--- src/rtl/dma_arbiter_pkg.sv ---
// Shared definitions for the two-requester iDMA command arbiter.
// Holds the requester-ID width, the default queue depth and FSM encodings.
package dma_arbiter_pkg;

    localparam int ID_W      = 1;
    localparam int DEPTH_DEF = 4;

    typedef logic [ID_W-1:0] id_t;

    typedef enum logic {
        S_IDLE  = 1'b0,
        S_ISSUE = 1'b1
    } state_e;

endpackage

--- src/rtl/dma_id_fifo.sv ---
// In-order queue of requester IDs for issued, uncompleted iDMA commands.
// Ports: push/push_id write, pop read, head/empty/count status.
module dma_id_fifo
    import dma_arbiter_pkg::*;
#(
    parameter int DEPTH = DEPTH_DEF
) (
    input  logic                     aclk,
    input  logic                     aresetn,
    input  logic                     push,
    input  id_t                      push_id,
    input  logic                     pop,
    output id_t                      head,
    output logic                     empty,
    output logic [$clog2(DEPTH):0]   count
);

    localparam int AW = $clog2(DEPTH);
    localparam int CW = AW + 1;

    id_t            mem [DEPTH];
    logic [AW-1:0]  wr_ptr;
    logic [AW-1:0]  rd_ptr;
    logic [CW-1:0]  cnt;
    logic           do_push;
    logic           do_pop;

    assign empty   = (cnt == '0);
    assign do_push = push && (cnt != CW'(DEPTH));
    assign do_pop  = pop && !empty;
    assign head    = mem[rd_ptr];
    assign count   = cnt;

    always_ff @(posedge aclk or negedge aresetn) begin
        if (!aresetn) begin
            wr_ptr <= '0;
            rd_ptr <= '0;
            cnt    <= '0;
        end else begin
            if (do_push) wr_ptr <= wr_ptr + AW'(1);
            if (do_pop)  rd_ptr <= rd_ptr + AW'(1);
            unique case ({do_push, do_pop})
                2'b10:   cnt <= cnt + CW'(1);
                2'b01:   cnt <= cnt - CW'(1);
                default: cnt <= cnt;
            endcase
        end
    end

    // Storage needs no reset: entries are only read below the count.
    always_ff @(posedge aclk) begin
        if (do_push) mem[wr_ptr] <= push_id;
    end

endmodule

--- src/rtl/dma_arbiter.sv ---
// Round-robin arbiter of two requesters onto one iDMA command port, with
// completions routed back by an in-order ID queue.
// Ports: r0_*/r1_* requester command and completion handshakes, rpt_*_o
// broadcast completion fields, dma_* registered iDMA command, rpt_* iDMA
// completion input, outstanding = issued but uncompleted commands.
module dma_arbiter
    import dma_arbiter_pkg::*;
#(
    parameter int DEPTH = DEPTH_DEF
) (
    input  logic                     aclk,
    input  logic                     aresetn,
    input  logic [15:0]              r0_src_addr,
    input  logic [63:0]              r0_dst_addr,
    input  logic [15:0]              r0_bytes,
    input  logic                     r0_valid,
    output logic                     r0_ready,
    output logic                     r0_rpt_valid,
    input  logic                     r0_rpt_ready,
    input  logic [15:0]              r1_src_addr,
    input  logic [63:0]              r1_dst_addr,
    input  logic [15:0]              r1_bytes,
    input  logic                     r1_valid,
    output logic                     r1_ready,
    output logic                     r1_rpt_valid,
    input  logic                     r1_rpt_ready,
    output logic [15:0]              rpt_src_addr_o,
    output logic [63:0]              rpt_dst_addr_o,
    output logic [15:0]              rpt_bytes_o,
    output logic [15:0]              dma_src_addr,
    output logic [63:0]              dma_dst_addr,
    output logic [15:0]              dma_bytes,
    output logic                     dma_valid,
    input  logic                     dma_ready,
    input  logic [15:0]              rpt_src_addr,
    input  logic [63:0]              rpt_dst_addr,
    input  logic [15:0]              rpt_bytes,
    input  logic                     rpt_valid,
    output logic                     rpt_ready,
    output logic [$clog2(DEPTH):0]   outstanding
);

    localparam int CW = $clog2(DEPTH) + 1;

    state_e state;
    state_e state_nxt;
    id_t    last_id;
    id_t    issue_id;
    id_t    grant_id;
    logic   grant_vld;
    logic   can_grant;
    logic   req_fire;
    logic   push;
    logic   pop;
    id_t    head;
    logic   empty;

    // Contention goes to the requester that did not win last time.
    always_comb begin
        grant_id  = '0;
        grant_vld = 1'b0;
        if (r0_valid && r1_valid) begin
            grant_vld = 1'b1;
            grant_id  = ~last_id;
        end else if (r0_valid) begin
            grant_vld = 1'b1;
            grant_id  = 1'b0;
        end else if (r1_valid) begin
            grant_vld = 1'b1;
            grant_id  = 1'b1;
        end
    end

    assign can_grant = (state == S_IDLE) && (outstanding < CW'(DEPTH));
    assign r0_ready  = can_grant && grant_vld && (grant_id == 1'b0);
    assign r1_ready  = can_grant && grant_vld && (grant_id == 1'b1);
    assign req_fire  = can_grant && grant_vld;

    always_ff @(posedge aclk or negedge aresetn) begin
        if (!aresetn) state <= S_IDLE;
        else          state <= state_nxt;
    end

    always_comb begin
        state_nxt = state;
        push      = 1'b0;
        dma_valid = 1'b0;
        unique case (state)
            S_IDLE: begin
                if (req_fire) state_nxt = S_ISSUE;
            end
            S_ISSUE: begin
                dma_valid = 1'b1;
                if (dma_ready) begin
                    push      = 1'b1;
                    state_nxt = S_IDLE;
                end
            end
            default: state_nxt = S_IDLE;
        endcase
    end

    always_ff @(posedge aclk or negedge aresetn) begin
        if (!aresetn) begin
            last_id      <= 1'b1;
            issue_id     <= '0;
            dma_src_addr <= '0;
            dma_dst_addr <= '0;
            dma_bytes    <= '0;
        end else if (req_fire) begin
            last_id      <= grant_id;
            issue_id     <= grant_id;
            dma_src_addr <= grant_id ? r1_src_addr : r0_src_addr;
            dma_dst_addr <= grant_id ? r1_dst_addr : r0_dst_addr;
            dma_bytes    <= grant_id ? r1_bytes    : r0_bytes;
        end
    end

    // The iDMA completes in issue order, so the queue head owns rpt_*.
    assign r0_rpt_valid = rpt_valid && !empty && (head == 1'b0);
    assign r1_rpt_valid = rpt_valid && !empty && (head == 1'b1);
    assign rpt_ready    = !empty && (head ? r1_rpt_ready : r0_rpt_ready);
    assign pop          = rpt_valid && rpt_ready;

    assign rpt_src_addr_o = rpt_src_addr;
    assign rpt_dst_addr_o = rpt_dst_addr;
    assign rpt_bytes_o    = rpt_bytes;

    dma_id_fifo #(
        .DEPTH (DEPTH)
    ) u_id_fifo (
        .aclk    (aclk),
        .aresetn (aresetn),
        .push    (push),
        .push_id (issue_id),
        .pop     (pop),
        .head    (head),
        .empty   (empty),
        .count   (outstanding)
    );

endmodule
--- config.mk ---
export PLATFORM = sky130hd
export DESIGN_NAME = dma_arbiter
export DESIGN_NICKNAME = d
export VERILOG_FILES = /design/src/rtl/dma_arbiter_pkg.sv /design/src/rtl/dma_id_fifo.sv /design/src/rtl/dma_arbiter.sv
export SDC_FILE = /design/constraint.sdc
export NUM_CORES = 1
export LEC_CHECK = 0
export BUFFER_PORTS_ARGS = -buffer_cell sky130_fd_sc_hd__buf_2
export CAP_MARGIN = 10
export CORE_AREA = 2 2 194 196
export CTS_BUF_LIST = sky130_fd_sc_hd__clkbuf_4 sky130_fd_sc_hd__clkbuf_8
export DETAILED_ROUTE_END_ITERATION = 10
export DIE_AREA = 0 0 196 198
export GPL_TIMING_DRIVEN = 1
export PLACE_DENSITY = 0.44
export SLEW_MARGIN = 20
export SYNTH_ARGS = -nofsm -noshare
export SYNTH_HDL_FRONTEND = slang
export SYNTH_SLANG_ARGS = --single-unit
--- constraint.sdc ---
create_clock -name aclk -period 4 [get_ports aclk]
set_input_delay 1.2 -clock aclk [delete_from_list [all_inputs] [get_ports aclk]]
set_output_delay 1.2 -clock aclk [all_outputs]
set_load 0.02 [all_outputs]
==> results by group <==
Status
  • Run status: completed

Routing
  • Detailed-route wire length per cell: 17.7 um
  • DRC violations left: 0
  • Initial detailed-routing violation count: 86
  • Count of vias placed by the detailed router: 4498
  • Routed vias/inst: 3.90
  • Number of detailed-route iterations in the first pass: 4
  • Final wirelength: 20500 um
  • Number of routed nets with antenna violations: 0

Synth
  • Main synth FF type: dfrtp_1
  • Synthesized netlist net count: 783
  • Cell type with the largest total area after synthesis: dfrtp_1
  • Synth area leaders: dfrtp_1, a22o_1, a21o_1, buf_4, edfxtp_1
  • Post-synthesis instance area: 5600 um^2
  • Number of warnings issued by yosys: 0
  • Count of state elements after synthesis: 110
  • Share of synthesized area occupied by flip-flops and latches: 0.495
  • Most repeated cell in the gate-level netlist after synthesis: dfrtp_1
  • Mean Syn Cell Area: 11.6 um^2
  • FFs w/ async S/R, synth: 0.964
  • Post-Syn Instances: 481
  • Post-synth EDFFs: 4
  • Area share of the leading cell type in the synthesized netlist: 0.469
  • Unique cell type count in the Yosys netlist: 28
  • Leading post-synthesis cells by instance count: dfrtp_1, a21o_1, buf_4, a22o_1, clkbuf_1

CTS
  • Deepest level of the CTS H-tree: 3
  • Clk Latency, worst-skew pair: 0.42 ns
  • Cell chosen for the clock root: clkbuf_8
  • CTS resizes: 0
  • Number of buffers inserted by post-CTS setup repair: 0
  • Number of clock sinks seen by CTS: 110
  • Hold buffers post-CTS: 0
  • Clock-pin transition on the worst setup and hold timing paths: 0.11 ns
  • TritonCTS clock tree: done
  • Maximum buffer depth of the clock tree: 2
  • TritonCTS Buffers: 9

GRT
  • GRT Residual Overflow: 0
  • Wire length of the first global-routing pass: 28700 um
  • Pin count of the biggest net entering global routing: 97
  • Number of global-route vias before repair: 4611
  • Overall fraction of global-route tracks in use: 0.102
  • Antenna violations before repair: 0

Pwr
  • Peak supply drop: 0.000352 V
  • Flop pwr share: 0.346
  • Static leakage power: 4.18 nW
  • Net Sw Frac: 0.428
  • Net Sw Power: 2.41 mW
  • Power consumption: 5.64 mW
  • Logic pwr share: 0.520
  • Clk network pwr share: 0.134
  • Internal power: 3.23 mW
  • Pwr dens: 790 nW/um^2

Critical path
  • Data required time of the critical path: 2.80 ns
  • Worst reg2reg path depth: 6
  • Kind of end point of the critical path: output port
  • Data arrival, critical path: 1.81 ns
  • Highest net fanout along the worst path: 3
  • Most used cell, CP: mux2i_1
  • Reg2Reg Launch Point: u_id_fifo.count[2]
  • Cell with the largest stage delay on the worst path: dfrtp_1
  • Critical Path Max Stage Delay: 0.44 ns
  • Worst setup path category: flop to output port
  • Cell-by-cell trace of the critical path: mux2i_1 -> mux2i_1 -> mux2i_1 -> nor2_1 -> buf_2
  • Endpoint of the worst-slack reg-to-reg timing path: dma_dst_addr[21]
  • Startpoint type of the worst setup path: flop
  • Worst R2R Setup Slack: 1.58 ns

Finish
  • Synth-to-layout area growth: 27.3%
  • ANT cells: 0
  • Sequential Area: 2770 um^2
  • Ratio of cells with drive above 1 in the final layout: 0.485
  • Area occupied by multi-input gates: 1930 um^2
  • Final nets: 977
  • Filler Cells Inserted: 4136

Die
  • Height of the die: 198 um
  • Effective utilization at floorplan: 0.152
  • Core ar.: 37000 um^2
  • I/O pin total: 497
  • Floorplan die width: 196 um
  • Number of core rows: 71
  • Total Die Area: 38800 um^2

STA
  • Portion of the clock cycle consumed by the worst path in the final layout: 0.753
  • Number of max-slew violations in the final report: 0
  • Fmax: 332 MHz
  • Measured slew at the worst slew-check pin: 0.834 ns
  • Max Clock Skew: 0.0140 ns
  • Number of hold violations in the final report: 0
  • Setup Viol. Count Final: 0
  • Setup repair after global routing missed its margin: no
  • Worst rel slew slack: 0.442
  • Final Critical Period: 3.01 ns
  • Setup TNS: 0 ns

Min path
  • Destination of the worst hold path: u_id_fifo.rd_ptr[0]
  • Hold path start: u_id_fifo.rd_ptr[0]
  • Worst min path class: flop to flop
  • Number of cells traversed by the worst hold path: 1

Placement
  • Number of port buffers: 304
  • Total half-perimeter wirelength after legalization and detailed placement: 14900 um
  • Global placement routability congestion: 0.692

Run
  • Max capacitance violation total: 0
[flip-flops by register name, indices dropped and copies added (netlist names)]
name              cells
dma_bytes            16
u_id_fifo.count       3
u_id_fifo.wr_ptr      2
dma_src_addr         16
last_id               1
u_id_fifo.mem         4
dma_dst_addr         64
u_id_fifo.rd_ptr      2
issue_id              1
state                 1
[through the flow]
stage	std cells	setup slack [ns]	hold WS, ns	cell area [um^2]	utilization
CTS	1154	0.878	0.534	7130	0.193
global placement	1138	0.929	0.508	6930	0.188
global route	1154	0.763	0.560	7130	0.193
finish	1154	0.989	0.528	7130	0.193
detailed placement	1138	0.932	0.515	6930	0.188
floorplan	481	1.05	0.477	5600	-
[area by class of cell]
class	count	share of cell area
sequential	110	0.389
multi-input combinational	237	0.271
timing repair buffer	310	0.225
inverter	7	0.00368
tap	474	0.0831
clock buffer	9	0.0174
clock inverter	7	0.0110
[metal layers]
layer  part of all wire  global-route usage  vias to the layer above
li1                   -                   -                     2021
met1               0.32              0.0908                     2154
met2               0.53               0.187                      276
met3               0.11              0.0491                       47
met4              0.040              0.0589                        0
met5                  0                   0                        -
[cells by family after synthesis]
group	synth area share
AOI/OAI and AO/OA	0.290
xor gates and xnor gates	0.00782
adders and majority gates	0.0147
buffers and inverters	0.164
DFF	0.495
muxes	0.0125
and+or+nand+nor	0.0165
[placed cells by master, fill, tap and decap left out]
| cell type | instances |
|---|---|
| edfxtp_1 | 4 |
| buf_2 | 303 |
| nand2b_1 | 2 |
| a21o_1 | 98 |
| nand2_1 | 3 |
| dfrtp_1 | 105 |
| o21ai_4 | 1 |
| bufinv_16 | 1 |
| inv_8 | 2 |
| xor2_1 | 3 |
| and3_4 | 1 |
| clkinv_2 | 1 |
| buf_12 | 3 |
| inv_1 | 7 |
| a22o_1 | 96 |
| mux2i_1 | 7 |
| a31oi_1 | 1 |
| nor3b_1 | 1 |
| and2_1 | 4 |
| buf_4 | 4 |
| nor2b_1 | 1 |
| nor3_1 | 1 |
| nor2_1 | 5 |
| o21ai_0 | 3 |
| ha_1 | 5 |
| clkinvlp_4 | 2 |
| clkbuf_8 | 9 |
| dfstp_2 | 1 |
| o31ai_1 | 1 |
| fa_1 | 1 |
| xnor2_1 | 2 |
| inv_4 | 1 |
| a21oi_4 | 1 |
[worst max-delay path, delay by kind of cell, from the launching register on]
| kind | cells | cell delay, ns |
|---|---|---|
| buf+inv | 1 | 0.16 |
| flops | 1 | 0.44 |
| mux | 3 | 0.75 |
| simple gates | 1 | 0.06 |
[worst max path at each step]
stage	start	to	slack, ns	cells past startpoint
2_1_floorplan	r1_valid	r1_ready	1.05	3
3_3_place_gp	r1_valid	dma_dst_addr[34]	0.93	6
3_5_place_dp	r1_valid	dma_dst_addr[6]	0.93	6
4_1_cts	u_id_fifo.rd_ptr[1]	rpt_ready	0.88	5
5_1_grt	u_id_fifo.rd_ptr[1]	rpt_ready	0.76	5
6_report	u_id_fifo.rd_ptr[1]	rpt_ready	0.99	5
[power groups by stage]
| stage | Combinational (mW) | Sequential, mW | Clock [mW] |
|---|---|---|---|
| final | 2.93 | 1.95 | 0.756 |
| after global placement | 2.97 | 1.97 | 0 |
| after detailed placement | 3.00 | 1.96 | 0 |
| after floorplan | 1.56 | 2.54 | 0 |
| after CTS | 3.00 | 1.96 | 0.817 |
| after global routing | 3.21 | 2.02 | 0.844 |
Note: power is estimated with default switching activity, not from simulation.
